### config.mk
export PLATFORM = sky130hd
export DESIGN_NAME = register_read_port
export DESIGN_NICKNAME = d
export VERILOG_FILES = /design/src/rtl/register_read_port_pkg.sv /design/src/rtl/register_read_port_operand_select.sv /design/src/rtl/register_read_port.sv
export SDC_FILE = /design/constraint.sdc
export NUM_CORES = 1
export LEC_CHECK = 0
export BUFFER_PORTS_ARGS = -buffer_cell sky130_fd_sc_hd__buf_4
export CORE_MARGIN = 5
export CORE_UTILIZATION = 45
export CTS_BUF_LIST = sky130_fd_sc_hd__clkbuf_4 sky130_fd_sc_hd__clkbuf_8
export CTS_CLUSTER_DIAMETER = 40
export CTS_CLUSTER_SIZE = 20
export DETAILED_ROUTE_END_ITERATION = 16
export PLACE_DENSITY = 0.7
export REMOVE_ABC_BUFFERS = 1
export SETUP_SLACK_MARGIN = 0.05
export SKIP_LAST_GASP = 1
export SLEW_MARGIN = 20
export SYNTH_ARGS = -nofsm -noshare
export SYNTH_HDL_FRONTEND = slang
export SYNTH_HIERARCHICAL = 1
export SYNTH_SLANG_ARGS = --single-unit
### constraint.sdc
create_clock -name clk -period 5.95 [get_ports clk]
set_input_delay 1.19 -clock clk [delete_from_list [all_inputs] [get_ports clk]]
set_output_delay 1.19 -clock clk [all_outputs]
set_load 0.1 [all_outputs]
### src/rtl/register_read_port_pkg.sv
// Shared constants, buffer-state encoding and bank slicing helper for the
// register bank read side.
package register_read_port_pkg;

    localparam int NUM_REGS = 8;
    localparam int DATA_W   = 16;
    localparam int SEL_W    = 3;

    localparam logic [1:0] ST_EMPTY = 2'b00;
    localparam logic [1:0] ST_ONE   = 2'b01;
    localparam logic [1:0] ST_TWO   = 2'b10;

    typedef struct packed {
        logic [DATA_W-1:0] a;
        logic [DATA_W-1:0] b;
    } pair_t;

    // Register idx lives at bits [DATA_W*idx +: DATA_W] of the flattened bank bus.
    function automatic logic [DATA_W-1:0] reg_slice(
        input logic [NUM_REGS*DATA_W-1:0] bus,
        input logic [SEL_W-1:0]           idx
    );
        return bus[DATA_W*idx +: DATA_W];
    endfunction

endpackage

### src/rtl/register_read_port_operand_select.sv
// Combinational selection of one operand: bank slice, or same-cycle write data
// when the single written register is the one being read.
module register_read_port_operand_select
    import register_read_port_pkg::*;
(
    input  logic [SEL_W-1:0]           src,
    input  logic [NUM_REGS*DATA_W-1:0] bank_q,
    input  logic [NUM_REGS-1:0]        wr_enable,
    input  logic [DATA_W-1:0]          wr_data,
    input  logic                       fwd_allowed,
    output logic [DATA_W-1:0]          operand
);

    always_comb begin
        operand = reg_slice(bank_q, src);
        if (fwd_allowed && wr_enable[src]) begin
            operand = wr_data;
        end
    end

endmodule

### src/rtl/register_read_port.sv
// Operand fetch for the ALU: captures a source-register pair per request and
// hands it downstream through an output register backed by one skid entry.
module register_read_port
    import register_read_port_pkg::*;
(
    input  logic                       clk,
    input  logic                       rst_n,
    input  logic                       req_valid,
    output logic                       req_ready,
    input  logic [SEL_W-1:0]           src_a,
    input  logic [SEL_W-1:0]           src_b,
    input  logic [NUM_REGS*DATA_W-1:0] bank_q,
    input  logic [NUM_REGS-1:0]        wr_enable,
    input  logic [DATA_W-1:0]          wr_data,
    output logic                       op_valid,
    input  logic                       op_ready,
    output logic [DATA_W-1:0]          op_a,
    output logic [DATA_W-1:0]          op_b,
    output logic                       wr_conflict
);

    logic [1:0] state_reg;
    logic [1:0] state_next;
    pair_t      out_reg;
    pair_t      out_next;
    pair_t      skid_reg;
    pair_t      skid_next;
    pair_t      captured;
    logic       op_valid_reg;
    logic       op_valid_next;
    logic       ready_reg;
    logic       ready_next;
    logic       conflict_reg;

    logic accept;
    logic consume;
    logic multi_hot;
    logic one_hot;

    // Clearing the lowest set bit leaves something only when two or more bits are set.
    assign multi_hot = |(wr_enable & (wr_enable - NUM_REGS'(1)));
    assign one_hot   = (wr_enable != '0) && !multi_hot;

    register_read_port_operand_select u_sel_a (
        .src         (src_a),
        .bank_q      (bank_q),
        .wr_enable   (wr_enable),
        .wr_data     (wr_data),
        .fwd_allowed (one_hot),
        .operand     (captured.a)
    );

    register_read_port_operand_select u_sel_b (
        .src         (src_b),
        .bank_q      (bank_q),
        .wr_enable   (wr_enable),
        .wr_data     (wr_data),
        .fwd_allowed (one_hot),
        .operand     (captured.b)
    );

    // Ready is a flop; gating with rst_n only holds it low during reset.
    assign req_ready   = ready_reg & rst_n;
    assign accept      = req_valid & req_ready;
    assign consume     = op_valid_reg & op_ready;

    assign op_valid    = op_valid_reg;
    assign op_a        = out_reg.a;
    assign op_b        = out_reg.b;
    assign wr_conflict = conflict_reg;

    always_comb begin
        state_next    = state_reg;
        out_next      = out_reg;
        skid_next     = skid_reg;
        op_valid_next = op_valid_reg;
        case (state_reg)
            ST_EMPTY: begin
                if (accept) begin
                    out_next      = captured;
                    op_valid_next = 1'b1;
                    state_next    = ST_ONE;
                end
            end
            ST_ONE: begin
                if (accept && consume) begin
                    out_next = captured;
                end else if (accept) begin
                    skid_next  = captured;
                    state_next = ST_TWO;
                end else if (consume) begin
                    op_valid_next = 1'b0;
                    state_next    = ST_EMPTY;
                end
            end
            ST_TWO: begin
                if (consume) begin
                    out_next   = skid_reg;
                    state_next = ST_ONE;
                end
            end
            default: begin
                state_next    = ST_EMPTY;
                op_valid_next = 1'b0;
            end
        endcase
        ready_next = (state_next != ST_TWO);
    end

    always_ff @(posedge clk) begin
        if (!rst_n) begin
            state_reg    <= ST_EMPTY;
            out_reg      <= '0;
            skid_reg     <= '0;
            op_valid_reg <= 1'b0;
            ready_reg    <= 1'b1;
            conflict_reg <= 1'b0;
        end else begin
            state_reg    <= state_next;
            out_reg      <= out_next;
            skid_reg     <= skid_next;
            op_valid_reg <= op_valid_next;
            ready_reg    <= ready_next;
            conflict_reg <= accept & multi_hot;
        end
    end

endmodule
* Yosys cells after proc, flatten, opt, wreduce, memory -nomap -nowiden
Cells that the tools add are included.
** Storage, ports and cells
- Word-level logic and storage cells :: 62
- Bits of input ports :: 162
- Output and inout bits :: 35
- Flip-flop bits (word level) :: 69
** Operators by class
- Magnitude comparators :: 2
- Eq/ne operators :: 9
- Shift-type cells :: 2
- Multiplexer cells :: 21
- Add/subtract/negate cells :: 1
- Bitwise logic cells :: 7
- Reduce and logical (&&, ||, !) cells :: 12
** Operators with widths (count)
- $shiftx A128 B8 Y16 :: 2
- $mux W32 :: 3
- $pmux W32 S3 :: 1
- $mux W16 :: 2
- $ne A2 B2 Y1 const B :: 7
- $mux W2 :: 5
- $and A8 B8 Y8 :: 1
- $lt A3 B4 Y1 const B :: 2
- $reduce_bool A8 Y1 :: 1
- $reduce_or A8 Y1 :: 1
- $sub A8 B1 Y8 const B :: 1
- $bmux W1 S3 :: 2
- $mux W1 :: 6
- $pmux W2 S3 :: 1
- $reduce_and A5 Y1 :: 1
- $and A1 B1 Y1 :: 4
- $logic_and A1 B1 Y1 :: 4
- $reduce_and A4 Y1 :: 1
- $pmux W1 S3 :: 1
- $reduce_and A3 Y1 :: 1
- $reduce_bool A3 Y1 :: 1
- $eq A2 B1 Y1 const B :: 1
- $eq A2 B2 Y1 const B :: 1
- $logic_not A2 Y1 :: 1
- 2 further kinds :: 3

* Depth between registers and ports, before layout
Gate-level depths: netlist of run 1.
- Word-level depth :: 9
- Gate-level depth with buffers :: 10
- Depth with buffers taken out :: 9

* By module
Netlist of run 1, hierarchy kept.
** Modules (own cells, without submodules)
- register_read_port :: area an instance 3060.4 µm², instances 1, cells an instance 337, sequential area each 1381.3 µm²
- register_read_port_operand_select :: area an instance 1402.6 µm², instances 2, cells an instance 82, sequential area each 0.0 µm²

* Worst setup path after synthesis of run 1
OpenSTA, ideal clock, no wires.
- Path kind :: input -> output
- Start point :: in rst_n
- End point :: out req_ready
- Buffers on the path :: 3
- Path slack :: 2.247 ns
- Stages on the path :: 4
- Data arrival time :: 2.513 ns
- Required time :: 4.760 ns
- Cells stage by stage :: buf_4 -> clkbuf_1 -> buf_2 -> and2_1
** On the way
- Word-level cells in the longest chain between the ends :: 1
** Ends and longest elaborated chain
- start, declared :: RTL line register_read_port.sv:7 : input logic rst_n,
- $and A1 B1 Y1 :: RTL line register_read_port.sv:63 : assign req_ready = ready_reg & rst_n;
- end, declared :: RTL line register_read_port.sv:9 : output logic req_ready,
Every way passes these cells.

* Worst setup path in the final report of run 1
Same ends and word-level chain as after synthesis.

==> results.py, run 1 <==
metrics = {
    "place": {
        "gp_congestion": 0.766,
        "hpwl_um": 11300,
        "placed_cells": 821,
        "numPortBuffers": 196,
    },
    "finish": {
        "antenna_cells": 0,
        "drive_gt1_share_pct": 45.4,
        "final-seq-area_um2": 1380,
        "nets": 822,
        "largest_reg_flops": 32,
        "fillCellCount": 1077,
        "syn2layout_area_growth_pct": 27.2,
        "multiInputGateArea_um2": 4090,
        "stdcell_count": 837,
    },
    "global_route": {
        "grt_pass1_wl_um": 24700,
        "grt_max_degree": 72,
        "grt_overflow": 0,
        "grt_pass1_vias": 4918,
        "grtUsageTotal_pct": 20.4,
        "antenna_found_initial": 0,
    },
    "clock_network": {
        "ctsLongestPathBuffers": 2,
        "cts_tree": "yes",
        "clkSinkCount": 69,
        "hold_buffers": 0,
        "clk_pin_slew_worst_paths_ns": 0.06,
        "postCtsSetupBuffers": 0,
        "ctsRootBufferMaster": "clkbuf_8",
        "ctsResizeCount": 0,
        "numCtsBuffers": 9,
        "htree_levels": 3,
        "clk_latency_ns": 0.34,
    },
    "sta": {
        "maxSlewViolCount": 0,
        "hold_violations": 0,
        "fmax_ghz": 0.293,
        "worst_pin_slew_ns": 0.910,
        "finalSetupViolCount": 0,
        "fin_crit_ns": 3.42,
        "slew_headroom_pct": 39.2,
        "rsz0062_at_grt": "no",
        "tns_ns": 0,
        "finalCritPeriodShare_pct": 57.4,
        "clock-skew-final_ns": 0.00734,
    },
    "worst_setup_path": {
        "path_common_cell": "buf_4",
        "crit_required_ns": 4.76,
        "crit_chain": "buf_4 > and2_1 > buf_4",
        "start_kind": "primary input",
        "crit_arrival_ns": 2.23,
        "critPathMaxStageDelay_ns": 0.51,
        "crit_fanout": 71,
        "cp-end-kind": "output pin",
        "path_class": "in -> out",
        "cp_slowest_cell": "buf_4",
    },
    "power": {
        "p_leak_nw": 3.45,
        "ir_drop_v": 0.000126,
        "total_power_mw": 1.59,
        "power_density_nw_per_um2": 213,
    },
    "die": {
        "start_util_pct": 46.1,
        "dieArea_um2": 15400,
        "die_x_um": 124,
        "die_height_um": 124,
        "ios": 197,
        "core_um2": 12700,
        "rows": 41,
    },
    "synth": {
        "ys_async_sr_fraction_pct": 0,
        "ys_ff_latch": 69,
        "yosys_most_used_dff": "dfxtp_1",
        "yosys.area.top_type": "mux4_1",
        "yosysSeqAreaShare_pct": 23.5,
        "syn_area_um2": 5870,
        "ys_types": 41,
        "synth-edff-count": 0,
        "synth_area_per_cell_um2": 11.7,
        "synth.most_common_cell": "nand2_1",
        "synthCells": 501,
        "synth_top_cell_area_share_pct": 25.1,
        "synth.top_cells.by_area": "mux4_1, dfxtp_1, mux2_2",
        "synth_warnings": 6,
        "synthTopCellsByCount": "nand2_1, dfxtp_1, mux4_1",
    },
    "detailed_routing": {
        "first_iter_violations": 284,
        "drt_pass1_iterations": 4,
        "routed_wl_um": 16100,
        "dr_total_vias": 4847,
        "wl_per_cell_um": 19.2,
        "ant_nets": 0,
        "avgViaCountPerCell": 5.79,
        "drc": 0,
    },
    "status": {
        "status": "complete, no violations",
    },
    "run": {
        "drv_cap": 0,
    },
    "worst_hold_path": {
        "min_path_type": "reg -> reg",
    },
}
-- routing by layer --
layer | vias to the layer above | global-route usage (%) | part of all wire [%]
li1 | 2308 | - | -
met4 | 0 | 3.42 | 1.2
met2 | 166 | 35.4 | 50
met3 | 16 | 6.54 | 8.2
met1 | 2357 | 25.2 | 41
met5 | - | 0 | 0
-- critical path: cells and delay by family --
family	cells	cell delay (ns)
buffers and inverters	2	0.80
and+or+nand+nor	1	0.23
-- stage by stage --
stage	instance area [um2]	setup WS (ns)	hold slack [ns]	util [%]
after global routing	7460	2.42	0.468	58.6
after global placement	7190	2.02	0.440	56.5
after detailed placement	7190	1.90	0.444	56.5
after floorplan	5460	2.83	0.434	-
after CTS	7450	2.27	0.453	58.6
final	7460	2.53	0.452	58.6
-- path summary, 6_finish.rpt --
kind                 from          end  slack (ns)  cells past startpoint
max                 rst_n    req_ready        2.53                      3
min           skid_reg[8]  skid_reg[8]        0.45                      2
max reg2reg  state_reg[1]     op_b[14]        3.53                      4
min reg2reg   skid_reg[8]  skid_reg[8]        0.45                      2
-- cells by family after synthesis --
| logic type | share of synthesized area (%) |
|---|---|
| AO/OA/AOI/OAI | 13.5 |
| XOR/XNOR | 0.149 |
| buffers and inverters | 7.04 |
| flip-flops | 23.5 |
| multiplexers | 48.7 |
| AND/OR/NAND/NOR | 7.08 |
-- layout by cell type, fill, tap and decap left out, types with 3 or more instances in the layout --
| master | synthesis | final |
|---|---|---|
| o21ai_0 | 3 | 3 |
| mux2_2 | 46 | 46 |
| bufinv_16 | 0 | 3 |
| mux4_1 | 56 | 56 |
| clkbuf_8 | 0 | 12 |
| dfxtp_1 | 69 | 69 |
| nand2_1 | 72 | 72 |
| mux2i_1 | 34 | 34 |
| a21oi_1 | 38 | 38 |
| mux4_2 | 10 | 10 |
| mux2_4 | 20 | 20 |
| nand3_1 | 4 | 4 |
| o31ai_1 | 33 | 33 |
| a21boi_1 | 30 | 30 |
| buf_4 | 5 | 200 |
| a211oi_1 | 3 | 3 |
| nor2_1 | 4 | 4 |
-- area by class of cell --
type / count / share of cell area [%]
tap: 172 / 2.88
multi-input combinational: 378 / 54.8
inverter: 2 / 0.101
clock inverter: 3 / 1.21
sequential: 69 / 18.5
timing repair buffer: 200 / 20.1
clock buffer: 13 / 2.31
-- power by group --
| group | total, mW | internal, mW | switching, mW |
|---|---|---|---|
| registers | 0.509 | 0.490 | 0.0191 |
| logic | 0.593 | 0.260 | 0.333 |
| clock network | 0.488 | 0.318 | 0.170 |
| total | 1.59 | 1.07 | 0.521 |
No activity file was read; power rests on OpenSTA's default activity.
==> run 2: changes to the inputs <==
- clock period: 5.95 -> 3.5 ns (I/O delays scaled with it)
==> run 2 against run 1 <==
Against the previous run:
- register-to-register slack lost 2.1 ns
- flip-flop and latch count is the same
- die area is the same
- worst setup slack lost 1.9 ns
- power grew 56%
- non-clock buffer count grew 4
- clock power grew 20%
==> results.py, run 2 (synthesis gave the netlist of run 1 again) <==
metrics = {
    "die": {
        "dieArea_um2": 15400,
        "die_x_um": 124,
        "rows": 41,
        "ios": 197,
        "core_um2": 12700,
        "die_height_um": 124,
        "start_util_pct": 46.1,
    },
    "worst_setup_path": {
        "ff2ff_setup_slack_ns": 1.46,
        "crit_required_ns": 3.70,
        "crit_arrival_ns": 3.05,
        "start_kind": "primary input",
        "path_class": "in -> reg",
        "reg2reg_to": "op_a[15]",
        "cp-end-kind": "flip-flop",
        "worstSetupStartpoint": "src_b[1]",
        "rr_worst_depth": 5,
        "endpoint": "op_b[3]",
        "r2r_start": "state_reg[1]",
        "crit_fanout": 35,
    },
    "place": {
        "place_ws_ns": 0.292,
        "gp_congestion": 0.778,
        "numPortBuffers": 196,
        "placed_cells": 825,
        "place_area_um2": 7230,
        "hpwl_um": 11800,
    },
    "detailed_routing": {
        "wl_per_cell_um": 20.3,
        "dr_total_vias": 4939,
        "avgViaCountPerCell": 5.87,
        "drt_pass1_iterations": 5,
        "routed_wl_um": 17100,
        "drc": 0,
        "ant_nets": 0,
        "first_iter_violations": 450,
    },
    "power": {
        "ir_drop_v": 0.000184,
        "p_leak_nw": 3.42,
        "power_density_nw_per_um2": 334,
    },
    "clock_network": {
        "ctsResizeCount": 0,
        "ctsLongestPathBuffers": 2,
        "postCtsSetupBuffers": 0,
        "numCtsBuffers": 9,
        "ctsRootBufferMaster": "clkbuf_8",
        "cts_tree": "yes",
        "hold_buffers": 0,
        "clk_pin_slew_worst_paths_ns": 0.08,
        "htree_levels": 3,
        "clk_latency_ns": 0.34,
        "clkSinkCount": 69,
    },
    "global_route": {
        "grt_util_met1_pct": 27.2,
        "use_met2_pct": 39.0,
        "grt_pass1_vias": 5183,
        "grt_pass1_wl_um": 26400,
        "grtUsageTotal_pct": 22.0,
        "antenna_found_initial": 0,
        "grt_overflow": 0,
        "grt_use_met3_pct": 4.95,
        "grt.busiest_layer": "met2",
        "grt_max_degree": 71,
    },
    "finish": {
        "final_cell_mix": "buf_4, nand2_1, dfxtp_1",
        "stdcell_count": 841,
        "largest_reg_flops": 32,
        "antenna_cells": 0,
        "syn2layout_area_growth_pct": 26.2,
        "design_area_um2": 7400,
        "drive_gt1_share_pct": 45.6,
        "nets": 826,
        "utilization_pct": 58.2,
        "layout_commonest_cell": "buf_4",
    },
    "sta": {
        "worst_pin_slew_ns": 0.797,
        "rsz0062_at_grt": "no",
        "hold_violations": 0,
        "finalSetupViolCount": 0,
        "fin_ws_ns": 0.652,
        "maxSlewViolCount": 0,
        "tns_ns": 0,
        "finalCritPeriodShare_pct": 81.4,
        "clock-skew-final_ns": 0.0110,
        "fin_crit_ns": 2.85,
        "slew_headroom_pct": 46.8,
        "fmax_ghz": 0.351,
    },
    "status": {
        "status": "complete, no violations",
    },
    "worst_hold_path": {
        "min_path_type": "reg -> reg",
        "hp-start": "skid_reg[14]",
    },
    "run": {
        "drv_cap": 0,
    },
}
run 2: cell types whose count changed in the layout (fill, tap and decap cells not counted), sizes merged:
| cell | previous run | this run |
|---|---|---|
| buf | 200 | 204 |
| bufinv | 3 | 0 |
| clkinvlp | 0 | 2 |
| clkbuf | 13 | 10 |
| clkinv | 0 | 4 |
run 2: critical path: stages:
cell,delay (ns)
buf_4,0.39
mux4_2,0.55
nand2b_1,0.16
o211ai_2,0.25
buf_4,0.35
mux2_2,0.38
mux2i_1,0.16
a21oi_1,0.09
run 2: power breakdown:
group	switching, mW	internal, mW	leakage (nW)
Clock	0.313	0.274	0.0880
Sequential	0.0318	0.833	0.563
Combinational	0.574	0.446	2.77
Total	0.919	1.55	3.42
run 2: cell type report:
class | count | area (um2)
tap | 172 | 215
clock inverter | 6 | 38.8
inverter | 2 | 7.51
fill | 1060 | 5320
sequential | 69 | 1380
clock buffer | 10 | 138
multi-input combinational | 378 | 4090
timing repair buffer | 204 | 1530
run 2: metrics by stage:
step,power (mW),hold slack (ns)
after floorplan,1.54,0.434
after global placement,1.88,0.439
after detailed placement,1.90,0.445
after CTS,2.49,0.455
after global routing,2.60,0.476
final,2.47,0.455
run 2: worst min path at each step:
stage | end | depth (start not counted)
floorplan | skid_reg[0] | 2
global placement | skid_reg[15] | 2
detailed placement | skid_reg[22] | 2
CTS | skid_reg[22] | 2
global route | skid_reg[23] | 2
finish | skid_reg[14] | 2
run 2: metal layers:
layer / part of all wire, % / wire length (um) / vias up
li1: - / - / 2322
met1: 40 / 6790 / 2405
met2: 51 / 8710 / 191
met3: 7.7 / 1310 / 21
met4: 1.6 / 270 / 0
met5: 0 / 0 / -
==> run 3: changes to the inputs <==
- ABC_AREA: not set -> 1
- PLACE_DENSITY: 0.7 -> 0.71
- clock period: 3.5 -> 2.4 ns (I/O delays scaled with it)
==> run 3 against run 2 <==
Against the previous run:
- count of clock-buffer cells in the layout is 1 higher
- sequential power is 47% higher
- clock power is 66% higher
- largest cell class unchanged
==> results.py, run 3 <==
metrics = {
    "worst_setup_path": {
        "crit_fanout": 21,
        "cp_slowest_cell": "nand3_4",
        "cp-end-kind": "flip-flop",
        "rr_worst_depth": 7,
        "start_kind": "primary input",
        "ff2ff_setup_slack_ns": 0.85,
        "reg2reg_to": "ready_reg",
        "critPathMaxStageDelay_ns": 0.24,
        "crit_required_ns": 2.63,
        "r2r_start": "state_reg[0]",
        "crit_arrival_ns": 2.27,
        "path_common_cell": "nand2_1",
        "path_class": "in -> reg",
        "crit_chain": "buf_4 > nor2_1 > nand2_1 > nand2_1 > inv_1 > nor2_1 > nand3_1 > nor2_2 > buf_12 > nand3_4 > nand2_1 > nand2_1 > nand2_1 > nand2_1 > o21ai_1 > a21oi_1",
    },
    "sta": {
        "fmax_ghz": 0.489,
        "slew_headroom_pct": 54.7,
        "tns_ns": 0,
        "clock-skew-final_ns": 0.00723,
        "finalSetupViolCount": 0,
        "hold_violations": 0,
        "fin_ws_ns": 0.357,
        "worst_pin_slew_ns": 0.679,
        "rsz0062_at_grt": "no",
        "hold_slack_ns": 0.448,
        "finalCritPeriodShare_pct": 85.1,
        "maxSlewViolCount": 0,
        "fin_crit_ns": 2.04,
    },
    "worst_hold_path": {
        "hp-start": "op_a[13]",
        "min_to": "op_a[13]",
        "min_path_type": "reg -> reg",
        "hold_depth": 2,
    },
    "global_route": {
        "grt_pass1_vias": 7507,
        "grtUsageTotal_pct": 27.6,
        "grt_pass1_wl_um": 37200,
        "grt_overflow": 0,
        "grt_max_degree": 66,
        "antenna_found_initial": 0,
    },
    "clock_network": {
        "ctsResizeCount": 0,
        "clk_pin_slew_worst_paths_ns": 0.07,
        "htree_levels": 3,
        "clkSinkCount": 69,
        "hold_buffers": 0,
        "numCtsBuffers": 9,
        "ctsLongestPathBuffers": 2,
        "postCtsSetupBuffers": 0,
        "clk_latency_ns": 0.34,
        "cts_tree": "yes",
        "ctsRootBufferMaster": "clkbuf_8",
    },
    "power": {
        "power_density_nw_per_um2": 479,
        "p_int_mw": 2.29,
        "p_leak_nw": 4.37,
        "p_sw_share_pct": 41.0,
        "p_sw_mw": 1.60,
        "pwr-share-comb_pct": 42.2,
        "seqPwrFrac_pct": 32.7,
        "ir_drop_v": 0.000274,
        "total_power_mw": 3.89,
        "power_frac_clock_pct": 25.1,
    },
    "finish": {
        "largest_reg_flops": 32,
        "final_cell_mix": "nand2_1, buf_4, nor2_1",
        "antenna_cells": 0,
        "syn2layout_area_growth_pct": 28.0,
        "drive_gt1_share_pct": 19.4,
        "utilization_pct": 58.7,
        "layout_commonest_cell": "nand2_1",
        "fillCellCount": 1461,
        "nets": 1536,
    },
    "die": {
        "die_height_um": 129,
        "core_um2": 13800,
        "die_x_um": 129,
        "ios": 197,
        "start_util_pct": 45.8,
        "rows": 43,
        "dieArea_um2": 16600,
    },
    "synth": {
        "ys_ff_latch": 69,
        "synth.most_common_cell": "nand2_1",
        "yosys_most_used_dff": "dfxtp_1",
        "synthTopCellsByCount": "nand2_1, nor2_1, o21ai_0",
        "synth_warnings": 6,
        "ys_types": 20,
        "synth_top_cell_area_share_pct": 28.6,
        "synth.top_cells.by_area": "nand2_1, dfxtp_1, nor2_1",
        "syn_area_um2": 6330,
        "ys_async_sr_fraction_pct": 0,
        "yosysSeqAreaShare_pct": 21.8,
        "synth_area_per_cell_um2": 5.22,
        "synthCells": 1213,
        "yosys.area.top_type": "nand2_1",
        "synth-edff-count": 0,
    },
    "detailed_routing": {
        "avgViaCountPerCell": 5.23,
        "drc": 0,
        "wl_per_cell_um": 15.1,
        "dr_total_vias": 8144,
        "ant_nets": 0,
        "drt_pass1_iterations": 5,
        "first_iter_violations": 775,
        "routed_wl_um": 23500,
    },
    "place": {
        "hpwl_um": 17100,
        "gp_congestion": 0.903,
        "numPortBuffers": 196,
        "place_ws_ns": 0.0176,
    },
    "run": {
        "drv_cap": 0,
    },
    "status": {
        "status": "complete, no violations",
    },
}
-- run 3: cell count changes after synthesis, moves of 30 or more --
cell	before	now
nand2_1	72	483
nor2_1	4	198
o21ai_0	3	112
inv_1	2	86
o21ai_1	0	84
mux4_1	56	0
mux2_2	46	0
mux2i_1	34	0
nand4_1	0	33
o31ai_1	33	0
a21boi_1	30	0
-- run 3: worst max-delay path by stage --
stage	depth (start not counted)	slack [ns]	endpoint	from
5_1_grt	16	0.16	op_a[6]	wr_enable[4]
3_5_place_dp	16	0.02	op_b[12]	wr_enable[4]
2_1_floorplan	5	-0.71	op_a[0]	op_valid
3_3_place_gp	16	0.08	op_b[12]	wr_enable[4]
6_report	16	0.36	op_b[12]	wr_enable[4]
4_1_cts	16	0.39	op_b[12]	wr_enable[4]
-- run 3: cell families after synthesis --
| group | after synthesis | synth area share, % |
|---|---|---|
| flops | 69 | 21.8 |
| simple gates | 736 | 46.7 |
| compound gates | 231 | 18.3 |
| buf+inv | 177 | 13.3 |
-- run 3: power by group through the flow --
| stage | registers (mW) | logic [mW] | clock network (mW) |
|---|---|---|---|
| 6_report | 1.27 | 1.64 | 0.975 |
| 4_1_cts | 1.27 | 1.63 | 0.989 |
| 5_1_grt | 1.28 | 1.79 | 1.05 |
| 3_5_place_dp | 1.30 | 1.63 | 0 |
| 2_1_floorplan | 1.68 | 0.591 | 0 |
| 3_3_place_gp | 1.29 | 1.62 | 0 |
-- run 3: layout make-up --
class / instances / area [um2] / area share [%]
flip-flops and latches: 69 / 1380 / 17.0
repair buffers: 232 / 1830 / 22.6
clock inverters: 4 / 47.5 / 0.586
multi-input cells: 967 / 4120 / 50.8
clock buffers: 11 / 151 / 1.87
well taps: 180 / 225 / 2.78
inverters: 95 / 357 / 4.40
-- run 3: per-layer routing --
metal / vias to the layer above / part of all wire (%) / GRT usage (%)
met5: - / 0 / 0
met4: 0 / 2.4 / 9.76
met3: 42 / 9.7 / 4.57
met2: 372 / 45 / 44.5
met1: 3604 / 43 / 37.2
li1: 4126 / - / -
-- run 3: per-stage QoR --
stage	cell area, um2	cells
2_1_floorplan	5850	1131
3_3_place_gp	7910	1543
3_5_place_dp	7910	1543
4_1_cts	8110	1558
5_1_grt	8110	1558
6_report	8110	1558
-- run 3: critical path, delay by kind of cell --
family | cells | cell delay, ns
simple gates | 11 | 1.26
buf+inv | 3 | 0.35
compound gates | 2 | 0.18
